## config.mk

```make
export PLATFORM = sky130hd
export DESIGN_NAME = imem_loader_flat
export DESIGN_NICKNAME = d
export VERILOG_FILES = /design/src/rtl/imem_loader_if.sv /design/src/rtl/imem_loader.sv /design/src/flat_wrapper.sv
export SDC_FILE = /design/constraint.sdc
export NUM_CORES = 1
export LEC_CHECK = 0
export ABC_AREA = 1
export BUFFER_PORTS_ARGS = -buffer_cell sky130_fd_sc_hd__buf_2
export CAP_MARGIN = 25
export CORE_MARGIN = 4
export CORE_UTILIZATION = 53
export DETAILED_ROUTE_END_ITERATION = 6
export HOLD_SLACK_MARGIN = 0.03
export PLACE_DENSITY = 0.91
export SLEW_MARGIN = 15
export SYNTH_ARGS = -nofsm -noshare
export SYNTH_HDL_FRONTEND = slang
export SYNTH_SLANG_ARGS = --single-unit
```

## constraint.sdc

```tcl
create_clock -name clk -period 2.31 [get_ports clk]
set_input_delay 0.462 -clock clk [delete_from_list [all_inputs] [get_ports clk]]
set_output_delay 0.462 -clock clk [all_outputs]
set_load 0.01 [all_outputs]
```

## src/rtl/imem_loader_if.sv

```systemverilog
// Bus bundle between a byte-stream host and the instruction-memory loader.
// The host side (master) issues load requests and streams bytes; the loader
// side (slave) returns the handshake, memory write port and status.
interface imem_loader_if #(
  parameter int INS_ADDRESS = 9,
  parameter int INS_W       = 32
);
  logic                   start;
  logic [INS_ADDRESS-1:0] nwords;
  logic                   in_valid;
  logic [7:0]             in_data;
  logic                   in_ready;
  logic [31:0]            waddress;
  logic [INS_W-1:0]       Datain;
  logic                   Wr;
  logic                   busy;
  logic                   done;
  logic                   cpu_hold;
  logic [INS_ADDRESS-2:0] words_loaded;

  modport master (
    output start, nwords, in_valid, in_data,
    input  in_ready, waddress, Datain, Wr, busy, done, cpu_hold, words_loaded
  );

  modport slave (
    input  start, nwords, in_valid, in_data,
    output in_ready, waddress, Datain, Wr, busy, done, cpu_hold, words_loaded
  );
endinterface

```

## src/rtl/imem_loader.sv

```systemverilog
// Instruction-memory loader: assembles a little-endian byte stream into
// 32-bit words and writes them one per WRITE cycle into instruction memory,
// holding the processor in reset until the requested number of words is in.
module imem_loader #(
  parameter int INS_ADDRESS = 9,
  parameter int INS_W       = 32
) (
  input  logic            clk,
  input  logic            reset,
  imem_loader_if.slave    bus
);

  // Word counts need one bit more than a word index so that a full memory
  // (2^(INS_ADDRESS-2) words) is representable as a load target.
  localparam int CNT_W = INS_ADDRESS - 1;
  localparam logic [CNT_W-1:0] CAPACITY = CNT_W'(1) << (INS_ADDRESS - 2);
  localparam logic [CNT_W-1:0] CNT_ONE  = CNT_W'(1);

  typedef enum logic [1:0] {
    IDLE    = 2'd0,
    COLLECT = 2'd1,
    WRITE   = 2'd2,
    DONE    = 2'd3
  } state_t;

  state_t           state_r;
  state_t           state_next_s;

  logic [CNT_W-1:0] target_r;
  logic [CNT_W-1:0] loaded_r;
  logic [1:0]       byte_cnt_r;
  logic [23:0]      partial_r;

  logic             in_ready_r;
  logic             wr_r;
  logic             busy_r;
  logic             done_r;
  logic             cpu_hold_r;
  logic [31:0]      waddress_r;
  logic [INS_W-1:0] datain_r;

  logic             xfer_s;
  logic             start_ok_s;
  logic             last_word_s;
  logic [CNT_W-1:0] loaded_inc_s;
  logic [CNT_W-1:0] target_sel_s;

  // A byte moves only while collecting and the source offers one.
  assign xfer_s       = (state_r == COLLECT) & bus.in_valid;
  assign start_ok_s   = ((state_r == IDLE) | (state_r == DONE)) & bus.start;
  assign loaded_inc_s = loaded_r + CNT_ONE;
  assign last_word_s  = (loaded_inc_s == target_r);

  // Saturate the requested word count to the memory capacity.
  always_comb begin
    target_sel_s = CAPACITY;
    if (bus.nwords > INS_ADDRESS'(CAPACITY)) begin
      target_sel_s = CAPACITY;
    end else begin
      target_sel_s = bus.nwords[CNT_W-1:0];
    end
  end

  // State register.
  always_ff @(posedge clk) begin
    if (reset) begin
      state_r <= IDLE;
    end else begin
      state_r <= state_next_s;
    end
  end

  // Next-state decode: start honoured only when idle or done.
  always_comb begin
    state_next_s = state_r;
    case (state_r)
      IDLE, DONE: begin
        if (start_ok_s) begin
          if (bus.nwords == {INS_ADDRESS{1'b0}}) begin
            state_next_s = DONE;
          end else begin
            state_next_s = COLLECT;
          end
        end else begin
          state_next_s = state_r;
        end
      end
      COLLECT: begin
        if (xfer_s && (byte_cnt_r == 2'd3)) begin
          state_next_s = WRITE;
        end else begin
          state_next_s = COLLECT;
        end
      end
      WRITE: begin
        if (last_word_s) begin
          state_next_s = DONE;
        end else begin
          state_next_s = COLLECT;
        end
      end
      default: begin
        state_next_s = IDLE;
      end
    endcase
  end

  // Status and strobe outputs, registered from the upcoming state so they
  // line up exactly with the state they describe.
  always_ff @(posedge clk) begin
    if (reset) begin
      in_ready_r <= 1'b0;
      wr_r       <= 1'b0;
      busy_r     <= 1'b0;
      done_r     <= 1'b0;
      cpu_hold_r <= 1'b1;
    end else begin
      in_ready_r <= (state_next_s == COLLECT);
      wr_r       <= (state_next_s == WRITE);
      busy_r     <= (state_next_s == COLLECT) | (state_next_s == WRITE);
      done_r     <= (state_next_s == DONE);
      cpu_hold_r <= (state_next_s != DONE);
    end
  end

  // Load bookkeeping and word assembly; write address and data are loaded
  // on the edge entering WRITE so they are stable for the whole Wr cycle.
  always_ff @(posedge clk) begin
    if (reset) begin
      target_r   <= {CNT_W{1'b0}};
      loaded_r   <= {CNT_W{1'b0}};
      byte_cnt_r <= 2'd0;
      partial_r  <= 24'd0;
      waddress_r <= 32'd0;
      datain_r   <= {INS_W{1'b0}};
    end else begin
      case (state_r)
        IDLE, DONE: begin
          if (start_ok_s) begin
            loaded_r   <= {CNT_W{1'b0}};
            byte_cnt_r <= 2'd0;
            partial_r  <= 24'd0;
            if (bus.nwords == {INS_ADDRESS{1'b0}}) begin
              target_r <= {CNT_W{1'b0}};
            end else begin
              target_r <= target_sel_s;
            end
          end
        end
        COLLECT: begin
          if (xfer_s) begin
            byte_cnt_r <= byte_cnt_r + 2'd1;
            case (byte_cnt_r)
              2'd0: partial_r[7:0]   <= bus.in_data;
              2'd1: partial_r[15:8]  <= bus.in_data;
              2'd2: partial_r[23:16] <= bus.in_data;
              2'd3: begin
                datain_r   <= INS_W'({bus.in_data, partial_r});
                waddress_r <= 32'({loaded_r, 2'b00});
              end
              default: partial_r <= partial_r;
            endcase
          end
        end
        WRITE: begin
          loaded_r <= loaded_inc_s;
        end
        default: begin
          loaded_r <= loaded_r;
        end
      endcase
    end
  end

  assign bus.in_ready     = in_ready_r;
  assign bus.Wr           = wr_r;
  assign bus.busy         = busy_r;
  assign bus.done         = done_r;
  assign bus.cpu_hold     = cpu_hold_r;
  assign bus.waddress     = waddress_r;
  assign bus.Datain       = datain_r;
  // The reported count wraps at the word-index width: a full-memory load
  // reads back as zero.
  assign bus.words_loaded = {1'b0, loaded_r[INS_ADDRESS-3:0]};

endmodule
```

## src/flat_wrapper.sv

```systemverilog
// flat-port wrapper written by rule: the top's interface ports become plain ports
module imem_loader_flat 
#(
  parameter int INS_ADDRESS = 9,
  parameter int INS_W       = 32
)
  (clk, reset, bus_start, bus_nwords, bus_in_valid, bus_in_data, bus_in_ready, bus_waddress, bus_Datain, bus_Wr, bus_busy, bus_done, bus_cpu_hold, bus_words_loaded);
  imem_loader_if #(.INS_ADDRESS(INS_ADDRESS), .INS_W(INS_W)) bus_i ();
  input  logic clk;
  input  logic reset;
  input wire logic [$bits(bus_i.start)-1:0] bus_start;
  input wire logic [$bits(bus_i.nwords)-1:0] bus_nwords;
  input wire logic [$bits(bus_i.in_valid)-1:0] bus_in_valid;
  input wire logic [$bits(bus_i.in_data)-1:0] bus_in_data;
  output wire logic [$bits(bus_i.in_ready)-1:0] bus_in_ready;
  output wire logic [$bits(bus_i.waddress)-1:0] bus_waddress;
  output wire logic [$bits(bus_i.Datain)-1:0] bus_Datain;
  output wire logic [$bits(bus_i.Wr)-1:0] bus_Wr;
  output wire logic [$bits(bus_i.busy)-1:0] bus_busy;
  output wire logic [$bits(bus_i.done)-1:0] bus_done;
  output wire logic [$bits(bus_i.cpu_hold)-1:0] bus_cpu_hold;
  output wire logic [$bits(bus_i.words_loaded)-1:0] bus_words_loaded;
  assign bus_i.start = bus_start;
  assign bus_i.nwords = bus_nwords;
  assign bus_i.in_valid = bus_in_valid;
  assign bus_i.in_data = bus_in_data;
  assign bus_in_ready = bus_i.in_ready;
  assign bus_waddress = bus_i.waddress;
  assign bus_Datain = bus_i.Datain;
  assign bus_Wr = bus_i.Wr;
  assign bus_busy = bus_i.busy;
  assign bus_done = bus_i.done;
  assign bus_cpu_hold = bus_i.cpu_hold;
  assign bus_words_loaded = bus_i.words_loaded;
  imem_loader #(.INS_ADDRESS(INS_ADDRESS), .INS_W(INS_W)) u_core (.clk(clk), .reset(reset), .bus(bus_i));
endmodule
```

==> results.toml <==
[power_and_ir_drop]
leakage_nw = 1.940
powerDensity_nw_per_um2 = 1018
irDropWorstVdd_uv = 613.3
total_power_w = 0.004622

[setup_path]
end_kind = "register"
worstPathMaxFanout = 4
critPathBufInv = 3
cp-start-kind = "register"
cp_top_family = "simple AND/OR/NAND/NOR gates"
worst_ep_required_time_ps = 2540
path_class = "register to register"
cp.arrival_ps = 2310
path_cells = "inv_1 > ha_1 > nand2_1 > nand2_1 > nand3_1 > nor2_1 > nand2_1 > nor2_2 > nand3_2 > nand3_2 > nand2_2 > inv_1 > ha_1 > inv_1 > nor2_1"
crit_path_top_delay_cell = "dfxtp_1"
max_stage_delay_ps = 340

[timing]
fmax_mhz = 481.5
tightest_slew_ps = 692.2
slew_violations = 0
tns_ps = 0
min_period_over_period_pct = 89.90
rsz0062_at_grt = "no"
fin_ws_ps = 233.3
clock_skew_ps = 16.07
min_period_ps = 2077
setup_viol = 0
hold_viol_final = 0
slew_headroom_pct = 53.80

[synthesis]
synth_area_leaders = "dfxtp_1 (44%), a21oi_1 (10%), nand2_1 (9.5%)"
ys_ff_latch = 89
yosysWarnings = 0
yosysMostFrequentCell = "nand2_1"
yosysSeqAreaShare_pct = 43.92
syn_avg_cell_area_sq_um = 7.712
synthDistinctLibCells = 31
synthArstFlopShare_pct = 0
yosysTopAreaCellShare_pct = 43.92
synth_area_sq_um = 4056
synth_ff_type = "dfxtp_1"
synth.largest_area_cell = "dfxtp_1"
syn_inst = 526
synthTopCellsByCount = "nand2_1 (103), dfxtp_1 (89), a21oi_1 (81)"
synth_edf_count = 0

[clocking]
cts_made_buffers = 9
htree_levels = 3
post_cts_buffers = 0
cts_tree = "yes"
cts_hold_buffers = 0
max-clock-path-buffers = 2
cts_num_sinks = 89
cts_resized = 0
cts_root_buf = "clkbuf_8"
clk_latency_ps = 370
clkSlewWorstSetupHoldPaths_ps = 110

[finish]
drive_above_1_share_pct = 22.22
areaGrowthSynthToFinish_pct = 11.91
antennaDiodeCount = 0
nets = 613

[grt]
antenna_found_initial = 0
track_usage_pct = 21.03
grt-ovfl-total = 0
grt_pass1_vias = 3298
grt_start_max_net_pins = 63
grt_pass1_wl_um = 15080

[drt]
wl_per_cell_um = 13.79
wirelength_met1_um = 4109
wirelength_um = 9434
top_layer = "met4"
wl_met3_um = 698
firstDrtPassIters = 4
met2_length_um = 4488
num_vias = 3612
drtAntennaViolNets = 0
drtIter0Drc = 240
viasPerCell = 5.281
drc = 0

[floorplan]
core_sq_um = 7331
io-pin-count = 98
die-area_sq_um = 9117
dieHeight_um = 95.49
row_count = 31
start_util_pct = 55.33
die_x_um = 95.49

[job]
cap_violations = 0

[worst_hold_path]
hold_path_class = "input pin to register"

[placement]
dp_slack_ps = 282.2
port_buffers = 72
dpl.hpwl_um = 6456
gp_congestion = 0.8454

[run_status]
status = "finished, final reports clean"
==> metal layers <==
metal	vias to the layer above	global-route usage [%]
li1	1787	-
met1	1691	26.93
met2	118	34.17
met3	16	5.130
met4	0	8.175
met5	-	0
==> metrics by stage <==
step | instances | hold slack [ps] | util [%] | area, sq um
after global routing | 684 | 358.4 | 61.92 | 4539
after global placement | 668 | 446.0 | 58.87 | 4315
after CTS | 684 | 361.0 | 61.92 | 4539
after detailed placement | 668 | 450.0 | 58.87 | 4315
final | 684 | 362.2 | 61.92 | 4539
after floorplan | 550 | 445.3 | - | 4146
==> report_power, final <==
group	internal (W)	switching, W	total, W
Combinational	0.000447	0.00103	0.00148
Clock	0.000533	0.000625	0.00116
Sequential	0.00183	0.000162	0.00199
==> final cells by class <==
cell class                      instances  area [sq um]
Fill cell                             634          2791
Multi-Input combinational cell        364          1851
Clock inverter                          7         100.1
Clock buffer                            9         123.9
Timing Repair Buffer                   81         427.9
Sequential cell                        89          1782
Tap cell                               99         123.9
Inverter                               35         131.4
==> flip-flops by register name, summed over array words and instances, names as in the netlist <==
name,cells
u_core.bus.cpu_hold,1
u_core.bus.done,1
u_core.state_r,2
u_core.loaded_r,8
u_core.bus.Wr,1
u_core.partial_r,24
u_core.bus.busy,1
u_core.target_r,8
u_core.bus.in_ready,1
u_core.byte_cnt_r,2
u_core.bus.waddress,8
u_core.bus.Datain,32
==> worst register-to-register path: cells and delay by family (launching register included) <==
kind / cells / cell delay, ps
and+or+nand+nor: 10 / 830
DFF: 1 / 340
adders and majority gates: 2 / 520
buffers and inverters: 3 / 240
==> final timing paths <==
| kind | slack, ps | startpoint | cells after the start | endpoint |
|---|---|---|---|---|
| setup / recovery | 230 | u_core.state_r[0]$_SDFF_PP0_ | 15 | u_core.bus.busy$_SDFF_PP0_ |
| hold / removal | 360 | bus_in_data[5] | 3 | u_core.bus.Datain[29]$_SDFFE_PP0P_ |
| setup reg to reg | 230 | u_core.state_r[0]$_SDFF_PP0_ | 15 | u_core.bus.busy$_SDFF_PP0_ |
| hold reg to reg | 460 | u_core.bus.Datain[18]$_SDFFE_PP0P_ | 2 | u_core.bus.Datain[18]$_SDFFE_PP0P_ |
==> cell usage in the layout, fill, tap and decap left out, drive strengths merged <==
cell / instances
a211oi: 2
a21oi: 82
buf: 81
bufinv: 1
clkbuf: 9
clkinv: 5
conb: 25
dfxtp: 89
ha: 12
inv: 36
nand2: 110
nand3: 70
nand3b: 2
nand4: 2
nor2: 27
nor3: 1
nor4: 1
o211ai: 1
o21a: 1
o21ai: 28
==> cells by family (layout without fill, tap and decap cells) <==
| logic type | Yosys count | after routing | share of synthesized area (%) |
|---|---|---|---|
| buffers and inverters | 97 | 132 | 12.68 |
| and+or+nand+nor | 213 | 213 | 25.11 |
| AOI/OAI and AO/OA | 114 | 114 | 14.50 |
| DFF | 89 | 89 | 43.92 |
| other | 1 | 25 | 0.09245 |
| adders and majority gates | 12 | 12 | 3.701 |
Note: power is estimated with default switching activity, not from simulation.
